[src/rtl/grid_overlay_gen.sv]
// Raster grid overlay generator: flags pixels that fall on a configurable grid
// using per-axis phase/index counters, with outputs registered one cycle after the pixel.
module grid_overlay_gen #(
   parameter int XW = 11,
   parameter int YW = 10,
   parameter int PW = 8,
   parameter int DW = 5
) (
   input  logic          clk,
   input  logic          rst,
   input  logic          pix_valid,
   input  logic          frame_start,
   input  logic [XW-1:0] x,
   input  logic [YW-1:0] y,
   input  logic [XW-1:0] cfg_x0,
   input  logic [YW-1:0] cfg_y0,
   input  logic [PW-1:0] cfg_pitch,
   input  logic [DW-1:0] cfg_ndiv_x,
   input  logic [DW-1:0] cfg_ndiv_y,
   input  logic [1:0]    cfg_mode,
   output logic          grid_on,
   output logic          grid_major,
   output logic          grid_valid
);

   typedef enum logic [1:0] {
      MODE_OFF    = 2'b00,
      MODE_SOLID  = 2'b01,
      MODE_DOTTED = 2'b10,
      MODE_AXES   = 2'b11
   } mode_t;

   logic [XW-1:0] x0_q, x0_d;
   logic [YW-1:0] y0_q, y0_d;
   logic [PW-1:0] pitch_q, pitch_d;
   logic [DW-1:0] ndx_q, ndx_d, ndy_q, ndy_d;
   mode_t         mode_q, mode_d;

   logic [PW-1:0] phx_q, phx_d, phy_q, phy_d;
   logic [DW-1:0] idx_x_q, idx_x_d, idx_y_q, idx_y_d;
   logic [YW-1:0] prev_y_q, prev_y_d;
   logic          grid_on_q, grid_on_d, grid_major_q, grid_major_d, grid_valid_q, grid_valid_d;

   logic          cap, new_row, enable;
   logic [XW-1:0] x0_e;
   logic [YW-1:0] y0_e;
   logic [PW-1:0] pitch_e;
   logic [DW-1:0] ndx_e, ndy_e;
   mode_t         mode_e;
   logic [PW-1:0] phx_cur, phy_cur;
   logic [DW-1:0] idx_x_cur, idx_y_cur;
   logic          in_x, in_y, col_line, row_line, col_major, row_major, v_show, h_show;

   // Once the last line (index == ndiv) has passed, the phase parks at pitch-1
   // so it can never return to zero and draw a line beyond the grid extent.
   function automatic logic [PW+DW-1:0] advance(input logic [PW-1:0] ph, input logic [DW-1:0] idx,
                                                input logic [PW-1:0] pitch, input logic [DW-1:0] ndiv);
      logic [PW-1:0]    last;
      logic [PW+DW-1:0] res;
      last = pitch - PW'(1);
      if (idx >= ndiv) res = {(ph == last) ? ph : ph + PW'(1), idx};
      else if (ph == last) res = {PW'(0), idx + DW'(1)};
      else res = {ph + PW'(1), idx};
      return res;
   endfunction

   always_comb begin
      cap     = pix_valid & frame_start;
      x0_e    = cap ? cfg_x0 : x0_q;
      y0_e    = cap ? cfg_y0 : y0_q;
      pitch_e = cap ? cfg_pitch : pitch_q;
      ndx_e   = cap ? cfg_ndiv_x : ndx_q;
      ndy_e   = cap ? cfg_ndiv_y : ndy_q;
      mode_e  = cap ? mode_t'(cfg_mode) : mode_q;
      x0_d    = x0_e;
      y0_d    = y0_e;
      pitch_d = pitch_e;
      ndx_d   = ndx_e;
      ndy_d   = ndy_e;
      mode_d  = mode_e;

      if (x == x0_e) {phx_cur, idx_x_cur} = '0;
      else {phx_cur, idx_x_cur} = advance(phx_q, idx_x_q, pitch_e, ndx_e);

      // The first pixel of a frame always counts as a new row, even if y repeats.
      new_row = frame_start | (y != prev_y_q);
      if (!new_row) {phy_cur, idx_y_cur} = {phy_q, idx_y_q};
      else if (y == y0_e) {phy_cur, idx_y_cur} = '0;
      else {phy_cur, idx_y_cur} = advance(phy_q, idx_y_q, pitch_e, ndy_e);

      phx_d    = pix_valid ? phx_cur : phx_q;
      idx_x_d  = pix_valid ? idx_x_cur : idx_x_q;
      phy_d    = pix_valid ? phy_cur : phy_q;
      idx_y_d  = pix_valid ? idx_y_cur : idx_y_q;
      prev_y_d = pix_valid ? y : prev_y_q;

      in_x = (x >= x0_e) && ((idx_x_cur < ndx_e) || ((idx_x_cur == ndx_e) && (phx_cur == '0)));
      in_y = (y >= y0_e) && ((idx_y_cur < ndy_e) || ((idx_y_cur == ndy_e) && (phy_cur == '0)));
      col_line  = in_x && (phx_cur == '0);
      row_line  = in_y && (phy_cur == '0);
      col_major = (idx_x_cur == '0) || (idx_x_cur == ndx_e) || (idx_x_cur == (ndx_e >> 1));
      row_major = (idx_y_cur == '0) || (idx_y_cur == ndy_e) || (idx_y_cur == (ndy_e >> 1));

      // Dotting uses bit 0 of the offset from the origin along the line direction.
      v_show = col_line && ((mode_e != MODE_DOTTED) || !(y[0] ^ y0_e[0]));
      h_show = row_line && ((mode_e != MODE_DOTTED) || !(x[0] ^ x0_e[0]));

      enable = (mode_e != MODE_OFF) && (pitch_e >= PW'(2)) && (ndx_e != '0) && (ndy_e != '0)
               && pix_valid && in_x && in_y;
      grid_major_d = enable && ((v_show && col_major) || (h_show && row_major));
      grid_on_d    = (mode_e == MODE_AXES) ? grid_major_d : (enable && (v_show || h_show));
      grid_valid_d = pix_valid;
   end

   always_ff @(posedge clk or posedge rst) begin
      if (rst) begin
         x0_q         <= '0;
         y0_q         <= '0;
         pitch_q      <= '0;
         ndx_q        <= '0;
         ndy_q        <= '0;
         mode_q       <= MODE_OFF;
         phx_q        <= '0;
         idx_x_q      <= '0;
         phy_q        <= '0;
         idx_y_q      <= '0;
         prev_y_q     <= '0;
         grid_on_q    <= 1'b0;
         grid_major_q <= 1'b0;
         grid_valid_q <= 1'b0;
      end else begin
         x0_q         <= x0_d;
         y0_q         <= y0_d;
         pitch_q      <= pitch_d;
         ndx_q        <= ndx_d;
         ndy_q        <= ndy_d;
         mode_q       <= mode_d;
         phx_q        <= phx_d;
         idx_x_q      <= idx_x_d;
         phy_q        <= phy_d;
         idx_y_q      <= idx_y_d;
         prev_y_q     <= prev_y_d;
         grid_on_q    <= grid_on_d;
         grid_major_q <= grid_major_d;
         grid_valid_q <= grid_valid_d;
      end
   end

   assign grid_on    = grid_on_q;
   assign grid_major = grid_major_q;
   assign grid_valid = grid_valid_q;

endmodule

[config.mk]
export PLATFORM = sky130hd
export DESIGN_NAME = grid_overlay_gen
export DESIGN_NICKNAME = d
export VERILOG_FILES = /design/src/rtl/grid_overlay_gen.sv
export SDC_FILE = /design/constraint.sdc
export NUM_CORES = 1
export LEC_CHECK = 0
export CAP_MARGIN = 40
export CORE_AREA = 8 8 117 173
export CTS_BUF_LIST = sky130_fd_sc_hd__clkbuf_4 sky130_fd_sc_hd__clkbuf_8
export CTS_CLUSTER_DIAMETER = 120
export CTS_CLUSTER_SIZE = 28
export DETAILED_ROUTE_END_ITERATION = 8
export DIE_AREA = 0 0 125 181
export RECOVER_POWER = 100
export SYNTH_ARGS = -nofsm -noshare
export SYNTH_HDL_FRONTEND = slang
export SYNTH_SLANG_ARGS = --single-unit
[constraint.sdc]
create_clock -name clk -period 5.1 [get_ports clk]
set_clock_uncertainty 0.1 [all_clocks]
set_input_delay 0.765 -clock clk [delete_from_list [all_inputs] [get_ports clk]]
set_output_delay 0.765 -clock clk [all_outputs]
set_load 0.01 [all_outputs]
==> results.md, run 1 <==
* Outcome: finished with violations
* Failing checks: capacitance limit, slew limit
* Clock transition at path regs at 100 ps
* P_sw at 0.001044 W
* DPL Wire Length at 14830 microns
* Share of post-route cells with drive strength above 1 at 18.26%
* Final cell count without fillers at 1022
* Clock buffer depth at 2
* Crit start category: primary input
* Hold Crit Depth at 2
* Max-cap violations at 3
* Final setup vio count at 0
* Sw frac at 40.07%
* Die height at 181 microns
* Post-synth net total at 763
* Nets at 915
* Routed WL at 18140 microns
* DRT iter0 DRCs at 295
* Antenna violations before repair at 0
* Slew headroom at -14.74%
* CTS root buf: clkbuf_8
* Slowest CP cell: or4_4
* Total core area at 0.01772 sq mm
* Antenna cells at 0
* CP max stage delay at 530 ps
* CP cell instances: clkdlybuf4s50_1 > mux2_2 > ha_1 > nand2b_1 > a211oi_2 > o21ai_1 > and2_1 > or4_4 > buf_4 > o211a_1 > nor2_2 > inv_1 > ha_1 > o21a_1 > o21ai_1 > nand2b_1 > inv_1 > a21oi_1 > nor4_1 > o21ai_1 > a31oi_1
* RR Startpoint: pitch_q[0]
* Worst Reg2Reg Path Length in Cells at 22
* Tmin final at 4773 ps
* Filler cell count at 1790
* I/O pin count at 69
* Hold slack at 396.5 ps
* DR DRC count at 0
* Final Core Density at 44.51%
* Dpl cell area at 0.007715 sq mm
* Clock Latency Late Sink at 370 ps
* Avg Inst Size Synth at 9.444 sq um
* Area Growth Syn to Fin at 28.85%
* RSZ-0062 raised after global routing: false
* Input/output buffers at 68
* Placed Instances at 1004
* Htree depth at 3
* Post-synth EDFFs at 0
* Synth cell types at 88
* Logic pwr share at 46.1%
* Mapped Cells at 648
* Crit-path most repeated cell: o21ai_1
* Setup TNS at 0 ps
* Clock tree sinks at 80
* GRT Total Usage at 16.08%
* Inserted Clock Buffers at 9
* Pleak at 3.713 nW
* Die outline area at 0.02263 sq mm
* Fmax at 0.2095 GHz
* Via density at 5.371
* Rows at 60
* Final Slew Violations at 87
* Final Hold Viols at 0
* Ys Warns at 0
* Initial Util at 34.54%
* WP data arrival at 4960 ps
* Main synth FF type: dfrtp_1
* Hold Crit Class: register to register
* Reg power frac at 35.3%
* Cell Area, Synth at 0.006120 sq mm
* Final instance area at 0.007885 sq mm
* Placer congestion estimate at 0.9306
* CP Max Fanout at 5
* Routed len/inst at 17.75 microns
* Drt first pass iters at 4
* Crit Path Class: primary input to register
* Asr flop ratio synth at 100.0%
* Cts hold-fix bufs at 0
* CTS tree: done
* Vias in the first global route at 5845
* FF+latch count, synth at 80
* Crit. Startpoint: cfg_ndiv_y[0]
* GR Overflow Total at 0
* CP endpoint kind: register
* Worst path required time at 5280 ps
* Worst hold start: x0_q[5]
* P per Cell Area at 330.5 mW/mm^2
* Global-route wire length before repair at 29370 microns
* DR vias at 5489
* Final Cycle Share at 93.59%
* Antenna-violating nets left at 0
* Worst-Margin Slew at 1721 ps
* Clock power share at 18.6%
* Internal Power at 0.001562 W
* VDD IR max at 119.1 uV
* Die X at 125 microns
* Post-synthesis sequential area ratio at 32.71%
* Largest net degree at the start of global routing at 30
## repair_timing
action	CTS	global route
pin swaps	0	9
gates cloned	0	0
gates resized for setup	5	13
hold endpoints to repair	0	0
setup endpoints to repair	2	2
setup buffers	0	2
## power groups by stage
| stage | Clock (W) | Sequential, W | Combinational [W] |
|---|---|---|---|
| 6_report | 0.000484 | 0.000920 | 0.00120 |
| 5_1_grt | 0.000528 | 0.000942 | 0.00135 |
| 4_1_cts | 0.000507 | 0.000918 | 0.00122 |
| 3_5_place_dp | 0 | 0.000931 | 0.00120 |
| 3_3_place_gp | 0 | 0.000925 | 0.00118 |
| 2_1_floorplan | 0 | 0.000829 | 0.000885 |
## flip-flops by register name, summed over array words and instances, names as in the netlist
register and count:
idx_y_q 5, idx_x_q 5, y0_q 10, grid_on 1, prev_y_q 10, ndy_q 5, phy_q 8, mode_q 2
pitch_q 8, grid_major 1, phx_q 8, x0_q 11, grid_valid 1, ndx_q 5
## path summary, 6_finish.rpt
| kind | endpoint | slack (ps) |
|---|---|---|
| setup / recovery | grid_on | 330 |
| hold / removal | x0_q[5] | 400 |
| setup reg to reg | grid_on | 780 |
| hold reg to reg | x0_q[5] | 400 |
| max in group asynchronous | pitch_q[6] | 1800 |
| min in group asynchronous | x0_q[3] | 980 |
## cell usage in the layout (no fill, tap or decap), types with 5 or more instances in the layout
cell              n
nand2_1          41
buf_4            77
xor2_1           14
a211oi_1          6
xnor2_1          11
clkdlybuf4s50_1  61
dlygate4sd3_1     5
o31ai_1           6
xnor3_1           7
ha_1             49
o211ai_1          6
o21ai_0          30
o21ai_1           6
nor3_1           12
nand3_1          21
mux2_2           20
dfrtp_1          80
nand2b_1          7
nand4_1          12
clkbuf_8         10
a21o_1            7
a21oi_1          27
a31oi_1           5
o21a_1            9
nor2_1           30
and3_1           12
a211o_1           5
clkbuf_1         20
inv_6             5
nor2b_1           5
inv_1            59
mux2i_1          32
nor4_1           10
## stage by stage
stage	total power [W]	setup slack, ps
finish	0.002606	326.8
global route	0.002818	2.438
CTS	0.002642	1.016
detailed placement	0.002134	-559.4
global placement	0.002106	-530.7
floorplan	0.001714	26.90
## logic make-up after synthesis
kind of cell,share of synthesized area (%)
compound gates,17.89
fa+ha+maj,10.02
flops,32.71
buf+inv,5.888
xor+xnor,6.686
simple gates,16.32
mux,10.49
## synthesized netlist by cell type (3+ instances only)
library cell   n  area share [%]
dfrtp_1       80              33
inv_1         59             3.6
ha_1          49              10
nand2_1       40             2.5
o21ai_0       33             2.7
mux2i_1       32             5.2
nor2_1        31             1.9
a21oi_1       28             2.3
mux2_2        24             4.4
nand3_1       22             1.8
clkbuf_1      19             1.2
xor2_1        15             2.1
nor3_1        13             1.1
nand4_1       12             1.2
and3_1        11             1.1
xnor2_1       11             1.6
nor4_1        10             1.0
o21a_1         9             1.1
a21o_1         7            0.86
nand2b_1       7            0.72
xnor3_1        7             2.6
a211oi_1       6            0.74
o211ai_1       6            0.74
o31ai_1        6            0.74
a211o_1        5            0.72
a31oi_1        5            0.51
and2_1         5            0.51
nor2b_1        5            0.51
a22oi_1        4            0.49
o41ai_1        4            0.57
or4_1          4            0.49
a32o_1         3            0.49
buf_2          3            0.25
buf_6          3            0.55
o21ai_1        3            0.25
o22ai_1        3            0.31
or3_1          3            0.31
## worst max-delay path, delay by kind of cell
kind / cells / cell delay [ps]
buf+inv: 4 / 790
mux: 1 / 320
fa+ha+maj: 2 / 570
compound gates: 8 / 1210
simple gates: 6 / 1310
## metal layers
| layer | vias up | part of all wire [%] | GRT usage, % | wire length [microns] |
|---|---|---|---|---|
| li1 | 2680 | - | - | - |
| met1 | 2688 | 39 | 16.23 | 6997 |
| met4 | 0 | 3.4 | 7.436 | 621 |
| met3 | 37 | 1.9 | 1.827 | 337 |
| met5 | - | 0 | 0 | 0 |
| met2 | 84 | 56 | 31.84 | 10180 |
## layout make-up
| type | instances | area, sq um | share of cell area [%] |
|---|---|---|---|
| clock buffers | 10 | 137.6 | 1.745 |
| clock inverters | 6 | 55.05 | 0.6982 |
| inverters | 60 | 226.5 | 2.872 |
| multi-input cells | 480 | 3812 | 48.35 |
| flip-flops and latches | 80 | 2002 | 25.39 |
| well taps | 217 | 271.5 | 3.443 |
| repair buffers | 169 | 1380 | 17.50 |
(Power assumes the default switching activity.)
==> run 2: changes to the inputs <==
--- a/config.mk
+++ b/config.mk
@@ -12,6 +12,7 @@
 export CTS_CLUSTER_SIZE = 28
 export DETAILED_ROUTE_END_ITERATION = 8
 export DIE_AREA = 0 0 125 181
+export HOLD_SLACK_MARGIN = 0.15
 export RECOVER_POWER = 100
 export SYNTH_ARGS = -nofsm -noshare
 export SYNTH_HDL_FRONTEND = slang
==> results of run 2 <==
Same layout as run 1: the final DEF is identical, and so are final timing and power.
==> run 3: changes to the inputs <==
==> constraint.sdc (replaced) <==
create_clock -name clk -period 5.5 [get_ports clk]
set_clock_uncertainty 0.1 [all_clocks]
set_input_delay 0.825 -clock clk [delete_from_list [all_inputs] [get_ports clk]]
set_output_delay 0.825 -clock clk [all_outputs]
set_load 0.01 [all_outputs]
==> results.md, run 3 (same netlist as run 1, synthesis figures left out) <==
* Met2 WL post-DR at 9608 microns (-5.6%)
* Most flop-heavy register: x0_q
* Reg-to-reg endpoint: grid_on
* CTS root buf: clkbuf_8
* Antenna-violating nets left at 0 (unchanged)
* Clock buffer depth at 2 (unchanged)
* Global-route wire length before repair at 28560 microns (-2.8%)
* Input/output buffers at 68 (unchanged)
* Largest net degree at the start of global routing at 33 (+10%)
* Die X at 125 microns (unchanged)
* Fmax at 0.1955 GHz
* Hold Crit Depth at 2 (unchanged)
* Nets at 878 (-4.0%)
* Via density at 5.329 (-0.78%)
* Total power at 0.002337 W (-10%)
* Final Cycle Share at 93.01%
* Worst Reg2Reg Path Length in Cells at 20 (-9.1%)
* Setup repair bufs after CTS at 0 (unchanged)
* WP data arrival at 5290 ps (+330 ps)
* Placer congestion estimate at 0.8938 (-4.0%)
* Highest Signal Layer: met4
* Outcome: finished with violations
* Htree depth at 3 (unchanged)
* Rows at 60 (unchanged)
* DR vias at 5249 (-4.4%)
* Slew headroom at -18.90% (-4.2 points)
* Inserted Clock Buffers at 9 (unchanged)
* Area Growth Syn to Fin at 24.17%
* Crit Path Class: primary input to register
* Pleak at 3.536 nW (-4.8%)
* Tmin final at 5116 ps
* Clock tree sinks at 80 (unchanged)
* Biggest regs: x0_q: 11 flops, prev_y_q: 10 flops, y0_q: 10 flops
* Met3 WL at 441 microns (+31%)
* Drt first pass iters at 4 (unchanged)
* FF-to-FF setup slack at 1140 ps (+360 ps)
* Final setup margin at 384.5 ps (+57.67 ps)
* CP Max Fanout at 6 (+1)
* P per Cell Area at 307.5 mW/mm^2 (-7.0%)
* GR Overflow Total at 0 (unchanged)
* I/O pin count at 69 (unchanged)
* Vias in the first global route at 5743 (-1.7%)
* DR DRC count at 0 (unchanged)
* Die outline area at 0.02263 sq mm (unchanged)
* Max reg flops at 11 (unchanged)
* Most frequent cells in the layout: dfrtp_1, clkdlybuf4s50_1, inv_1, buf_4, ha_1
* GRT Total Usage at 15.61% (-0.47 points)
* Initial Util at 34.54% (unchanged)
* Worst hold start: x0_q[3]
* Routed WL at 17240 microns (-5.0%)
* Final Slew Violations at 90 (+3.4%)
* Final Hold Viols at 0 (unchanged)
* Failing checks: capacitance limit, slew limit
* VDD IR max at 134.5 uV (+13%)
* Hold Crit Class: register to register
* Worst slack, placed at -154.0 ps (+405.4 ps)
* DRT iter0 DRCs at 324 (+9.8%)
* CP endpoint kind: register
* Antenna cells at 0 (unchanged)
* Max-cap violations at 3 (unchanged)
* Worst-Margin Slew at 1783 ps (+62.34 ps)
* Clock Latency Late Sink at 370 ps (about the same)
* Crit start category: primary input
* Worst path required time at 5680 ps (+400 ps)
* Clock transition at path regs at 100 ps (about the same)
* Share of post-route cells with drive strength above 1 at 14.97% (-3.3 points)
* Routed len/inst at 17.50 microns (-1.4%)
* CTS-repair resized insts at 0 (-5)
* DRT met1 WL at 6743 microns (-3.6%)
* Total core area at 0.01772 sq mm (unchanged)
* Hold EP: x0_q[3]
* DPL Wire Length at 13970 microns (-5.8%)
* CTS tree: done
* RR Startpoint: pitch_q[0]
* Die height at 181 microns (unchanged)
* Final setup vio count at 0 (unchanged)
* Cts hold-fix bufs at 0 (unchanged)
* Most common cell after layout, fill and taps aside: dfrtp_1
* Antenna violations before repair at 0 (unchanged)
* Hold slack at 397.7 ps (+1.193 ps)
-- run 3: layout make-up --
type                       instances  area, sq um
timing repair buffer             132         1126
tap                              217        271.5
clock buffer                      10        137.6
fill                            1739        10120
sequential                        80         2002
clock inverter                     6        51.30
inverter                          60        226.5
multi-input combinational        480         3784
-- run 3: critical path, stage by stage --
cell and delay, ps:
clkdlybuf4s50_1 470, buf_4 180, a21bo_2 210, and2_1 170, ha_1 230, nor3b_2 170, a22oi_2 240, buf_4 140
xnor3_1 210, nor3_2 220, and4_2 310, mux2i_4 290, ha_1 280, nor2b_1 130, o21a_1 150, o21ai_0 160
nand2b_1 90, a21oi_2 170, o221ai_1 150, nor2_1 170, o311ai_1 150, a31oi_1 170
-- run 3: through the flow --
stage | utilization (%) | instance area, sq um | setup TNS [ps] | std cells
2_1_floorplan | - | 6120 | 0 | 648
3_3_place_gp | 41.87 | 7418 | 0 | 968
3_5_place_dp | 41.98 | 7438 | -268.4 | 969
4_1_cts | 43.05 | 7627 | 0 | 985
5_1_grt | 42.89 | 7599 | -15.86 | 985
6_report | 42.89 | 7599 | 0 | 985
-- run 3: how the worst max path moves through the flow --
stage	end	slack [ps]	depth (start not counted)	from
floorplan	grid_on	80	23	frame_start
global placement	grid_on	10	23	frame_start
detailed placement	grid_on	-150	23	frame_start
CTS	grid_on	220	23	frame_start
global route	grid_on	-20	22	frame_start
finish	grid_on	380	22	frame_start
-- run 3: power breakdown --
group,internal [W],leakage [nW],switching [W]
combinational,0.000523,2.52,0.000533
clock,0.000183,0.0875,0.000250
sequential,0.000699,0.931,0.000150
total,0.00140,3.54,0.000932
-- run 3: metal layers --
layer,track usage (%),vias up
li1,-,2613
met1,16.48,2526
met2,29.86,86
met3,1.945,24
met4,7.339,0
met5,0,-
